[config.mk]
export PLATFORM = sky130hd
export DESIGN_NAME = program_loader
export DESIGN_NICKNAME = d
export VERILOG_FILES = /design/src/rtl/program_loader.sv
export SDC_FILE = /design/constraint.sdc
export NUM_CORES = 1
export LEC_CHECK = 0
export CAP_MARGIN = 20
export CELL_PAD_IN_SITES_DETAIL_PLACEMENT = 0
export CELL_PAD_IN_SITES_GLOBAL_PLACEMENT = 1
export CORE_MARGIN = 2
export CORE_UTILIZATION = 31
export CTS_CLUSTER_SIZE = 14
export DETAILED_ROUTE_END_ITERATION = 12
export MAX_ROUTING_LAYER = met4
export PLACE_DENSITY_LB_ADDON = 0.1
export SLEW_MARGIN = 20
export SYNTH_ARGS = -nofsm -noshare
export SYNTH_HDL_FRONTEND = slang
export SYNTH_SLANG_ARGS = --single-unit
[constraint.sdc]
create_clock -name clk -period 1.5 [get_ports clk]
set_clock_uncertainty 0.1 [all_clocks]
set_input_delay 0.3 -clock clk [delete_from_list [all_inputs] [get_ports clk]]
set_output_delay 0.3 -clock clk [all_outputs]
set_load 0.03 [all_outputs]
[src/rtl/program_loader.sv]
// program_loader: streams a program into the instruction memory write port,
// pads the remaining addresses with FILL_VALUE, then releases the CPU.
module program_loader #(
  parameter int                 DEPTH      = 16,
  parameter int                 ADDR_W     = 4,
  parameter int                 DATA_W     = 8,
  parameter logic [DATA_W-1:0]  FILL_VALUE = 8'h00
) (
  input  logic              clk,
  input  logic              rst_n,
  input  logic              start,
  input  logic              src_valid,
  input  logic [DATA_W-1:0] src_data,
  input  logic              src_last,
  output logic              src_ready,
  output logic [ADDR_W-1:0] mem_addr,
  output logic [DATA_W-1:0] mem_data,
  output logic              mem_we,
  output logic              cpu_hold,
  output logic              done,
  output logic              error,
  output logic [ADDR_W:0]   loaded_count
);

  localparam logic [2:0] S_IDLE = 3'd0;
  localparam logic [2:0] S_LOAD = 3'd1;
  localparam logic [2:0] S_FILL = 3'd2;
  localparam logic [2:0] S_DONE = 3'd3;
  localparam logic [2:0] S_ERR  = 3'd4;

  localparam logic [ADDR_W-1:0] LAST_ADDR = ADDR_W'(DEPTH - 1);

  logic [2:0]        state;
  logic [ADDR_W-1:0] wr_ptr;

  // Loader FSM with registered memory write port and status outputs.
  // done/error are set from inside DONE/ERR, so they rise one cycle after the
  // final write strobe and never overlap mem_we.
  always_ff @(posedge clk) begin
    if (!rst_n) begin
      state        <= S_IDLE;
      wr_ptr       <= '0;
      src_ready    <= 1'b0;
      mem_addr     <= '0;
      mem_data     <= '0;
      mem_we       <= 1'b0;
      cpu_hold     <= 1'b1;
      done         <= 1'b0;
      error        <= 1'b0;
      loaded_count <= '0;
    end else begin
      mem_we <= 1'b0;
      case (state)
        S_IDLE: begin
          if (start) begin
            state        <= S_LOAD;
            src_ready    <= 1'b1;
            wr_ptr       <= '0;
            loaded_count <= '0;
          end
        end

        S_LOAD: begin
          if (src_valid && src_ready) begin
            mem_we       <= 1'b1;
            mem_addr     <= wr_ptr;
            mem_data     <= src_data;
            wr_ptr       <= wr_ptr + ADDR_W'(1);
            loaded_count <= loaded_count + (ADDR_W+1)'(1);
            if (src_last) begin
              src_ready <= 1'b0;
              state     <= (wr_ptr == LAST_ADDR) ? S_DONE : S_FILL;
            end else if (wr_ptr == LAST_ADDR) begin
              src_ready <= 1'b0;
              state     <= S_ERR;
            end
          end
        end

        S_FILL: begin
          mem_we   <= 1'b1;
          mem_addr <= wr_ptr;
          mem_data <= FILL_VALUE;
          wr_ptr   <= wr_ptr + ADDR_W'(1);
          if (wr_ptr == LAST_ADDR) begin
            state <= S_DONE;
          end
        end

        S_DONE: begin
          if (start) begin
            state        <= S_LOAD;
            src_ready    <= 1'b1;
            wr_ptr       <= '0;
            loaded_count <= '0;
            done         <= 1'b0;
            cpu_hold     <= 1'b1;
          end else begin
            done     <= 1'b1;
            cpu_hold <= 1'b0;
          end
        end

        S_ERR: begin
          cpu_hold <= 1'b1;
          done     <= 1'b0;
          if (start) begin
            state        <= S_LOAD;
            src_ready    <= 1'b1;
            wr_ptr       <= '0;
            loaded_count <= '0;
            error        <= 1'b0;
          end else begin
            error <= 1'b1;
          end
        end

        default: state <= S_IDLE;
      endcase
    end
  end

endmodule

==> flow_summary.ini <==
[timing]
drv_slew = 0
hold-worst-slack_ns = 0.353
final_hold_viol_count = 0
finalSetupViolations = 0
period_share_pct = 98.4
slew-limit-headroom_pct = 75.0
max_freq_mhz = 678
rsz0062_at_grt = yes
worst_slew_pin_slew_ns = 0.375
fin_crit_ns = 1.48

[worst_hold_path]
min_to = mem_data[7]
hp-class = reg2reg
hold_start = mem_data[7]
holdPathStages = 2

[power_and_ir_drop]
p_clk_share_pct = 39.8
power.leakage_nw = 0.802
p_comb_share_pct = 14.5
power_per_cell_area_nw_per_um2 = 902
net-switching-power_w = 0.000441
power_w = 0.00176
p_seq_share_pct = 45.7
ir_drop_uv = 340
swShare_pct = 25.1
intPower_w = 0.00132

[layout]
seqCellArea_um2 = 593
finalNonFillerCells = 261
multiInputGateArea_um2 = 718
nFillCells = 416
drive_gt1_share_pct = 23.7
final_util_pct = 48.4
nets = 225
final_area_um2 = 1950
diodes = 0
areaGrowthSynthToFinish_pct = 49.4

[yosys]
syn_area_um2 = 1310
ys_seq_elements = 29
synth_top_area_share_pct = 44.4
synthTopCellsByArea = dfxtp_1 (44%), a21oi_1 (8.4%), nand2_1 (7.2%)
synth-edff-count = 0
synth_area_leader_cell = dfxtp_1
syn-num-nets = 167
synthArstFlopShare_pct = 0
yosysWarnings = 0
synth.top_cells.by_count = dfxtp_1 (29), nand2_1 (25), a21oi_1 (22), nand2b_1 (8), nor2_1 (8)
synth_most_common_cell = dfxtp_1
synthCells = 152
synthFlopType = dfxtp_1
ys_seq_area_share_pct = 44.4
yosys.cell_types.count = 35
syn-mean-instance-area_um2 = 8.59

[routing]
first_pass_iters = 4
wire_per_inst_um = 13.0
viasPerCell = 4.93
ant_nets = 0
drtIter0Drc = 36
drc = 0
wl_mm = 3.40
vias = 1286

[clock_tree]
hold_buffers = 0
cts_buffer_depth = 2
clk_latency_ns = 0.28
cts_tree = yes
htreeDepth = 2
clock-sinks = 29
clk_pin_slew_ns = 0.06
clock-root-buffer = clkbuf_8
cts_buffers = 5

[die]
dieArea_um2 = 4750
die_h_um = 68.9
rows = 23
fp.dieW_um = 68.9
ios = 35
core_area_um2 = 4030
initial_core_util_pct = 32.4

[grt]
gr-total-overflow = 0
grt.total_usage_pct = 16.1
grt_max_degree = 12
antenna_found_initial = 0
grt_pass1_vias = 1194
grt_pass1_wl_mm = 5.48

[placed_design]
dpl.hpwl_mm = 2.51
dpl-instance-area_um2 = 1820
gp_congestion = 0.785
dpl.cell_count = 251
io_buffers = 34

[setup_path]
r2r-start = state[1]
crit_path_max_incr_delay_ns = 0.41
cp_max_fo = 5
path_class = in2reg
crit_arrival_ns = 1.57
end_kind = flop
path_cells = clkdlybuf4s50_1, buf_4, nand2b_1, a21oi_1, or2_1, a311oi_2
r2r_slack_ns = 0.05
reg2reg_to = wr_ptr[2]
cp-start-kind = primary input
cp_slowest_cell = clkdlybuf4s50_1
required_ns = 1.59
worst-r2r-cell-count = 4

[run_status]
status = finished clean

[flow_run]
cap_violations = 0
what timing repair did:
item | CTS | global route
resized for setup | 23 | 9
setup endpoints to repair | 37 | 20
gates cloned | 0 | 0
buffers inserted | 0 | 2
pin swaps | 2 | 2
power groups by stage:
stage                     clock, W  sequential (W)  combinational, W
final                     0.000701        0.000805          0.000254
after global routing      0.000777        0.000808          0.000279
after CTS                 0.000727        0.000804          0.000248
after detailed placement         0        0.000822          0.000253
after global placement           0        0.000821          0.000252
after floorplan                  0        0.000837          0.000113
state kept, by name (all words and copies together) (netlist names), 3 cells and up:
signal,count
state,3
mem_addr,4
wr_ptr,4
loaded_count,5
mem_data,8
metrics by stage:
step | setup WS [ns] | TNS (ns)
after floorplan | 0.0466 | 0
after global placement | -0.372 | -6.79
after detailed placement | -0.395 | -7.30
after CTS | 0.00171 | 0
after global routing | -0.0303 | -0.0856
final | 0.0247 | 0
layout make-up:
| cell class | count | share of cell area [%] |
|---|---|---|
| multi-input cells | 116 | 36.8 |
| flip-flops and latches | 29 | 30.4 |
| repair buffers | 56 | 24.0 |
| clock buffers | 7 | 4.94 |
| well taps | 50 | 3.21 |
| inverters | 2 | 0.385 |
| clock inverters | 1 | 0.256 |
worst max-delay path, delay by kind of cell:
kind | cells | cell delay [ns]
AO/OA/AOI/OAI | 2 | 0.33
buffers and inverters | 2 | 0.56
AND/OR/NAND/NOR | 2 | 0.38
kinds of logic (layout without fill, tap and decap cells):
family                   after synthesis  count (layout)  synth area share (%)
adder cells (fa/ha/maj)                2               2                  1.92
XOR/XNOR                               1               1                 0.671
multiplexers                           5               5                  3.83
flip-flops                            29              29                  44.4
buffers and inverters                  7              66                  2.78
AO/OA/AOI/OAI                         40              40                  18.9
AND/OR/NAND/NOR                       68              68                  27.5
placed cells by master (no fill, tap or decap), types with 4 or more instances in the layout:
cell type         n
dlygate4sd2_1    17
nand3_1           6
nor2_1            8
clkdlybuf4s50_1  11
a21oi_1          20
nand2_1          25
buf_4            26
mux2i_1           5
dfxtp_1          25
clkbuf_8          7
nand2b_1          6
o21ai_1           4
metal layers:
metal	wire [um]	GRT usage [%]	share of wire, %	up-vias
met3	204	4.38	6.0	7
met1	1540	19.0	45	590
met5	0	-	0	-
met4	61	5.88	1.8	0
li1	-	-	-	651
met2	1590	26.4	47	38
worst max-delay path by stage:
stage,slack (ns),startpoint,end,depth (start not counted)
CTS,0.002,state[1],wr_ptr[2],4
global route,-0.03,start,wr_ptr[1],6
global placement,-0.37,src_valid,wr_ptr[2],5
finish,0.02,start,wr_ptr[2],6
floorplan,0.05,loaded_count[0],loaded_count[4],4
detailed placement,-0.40,src_valid,wr_ptr[2],5
(Power assumes the default switching activity.)
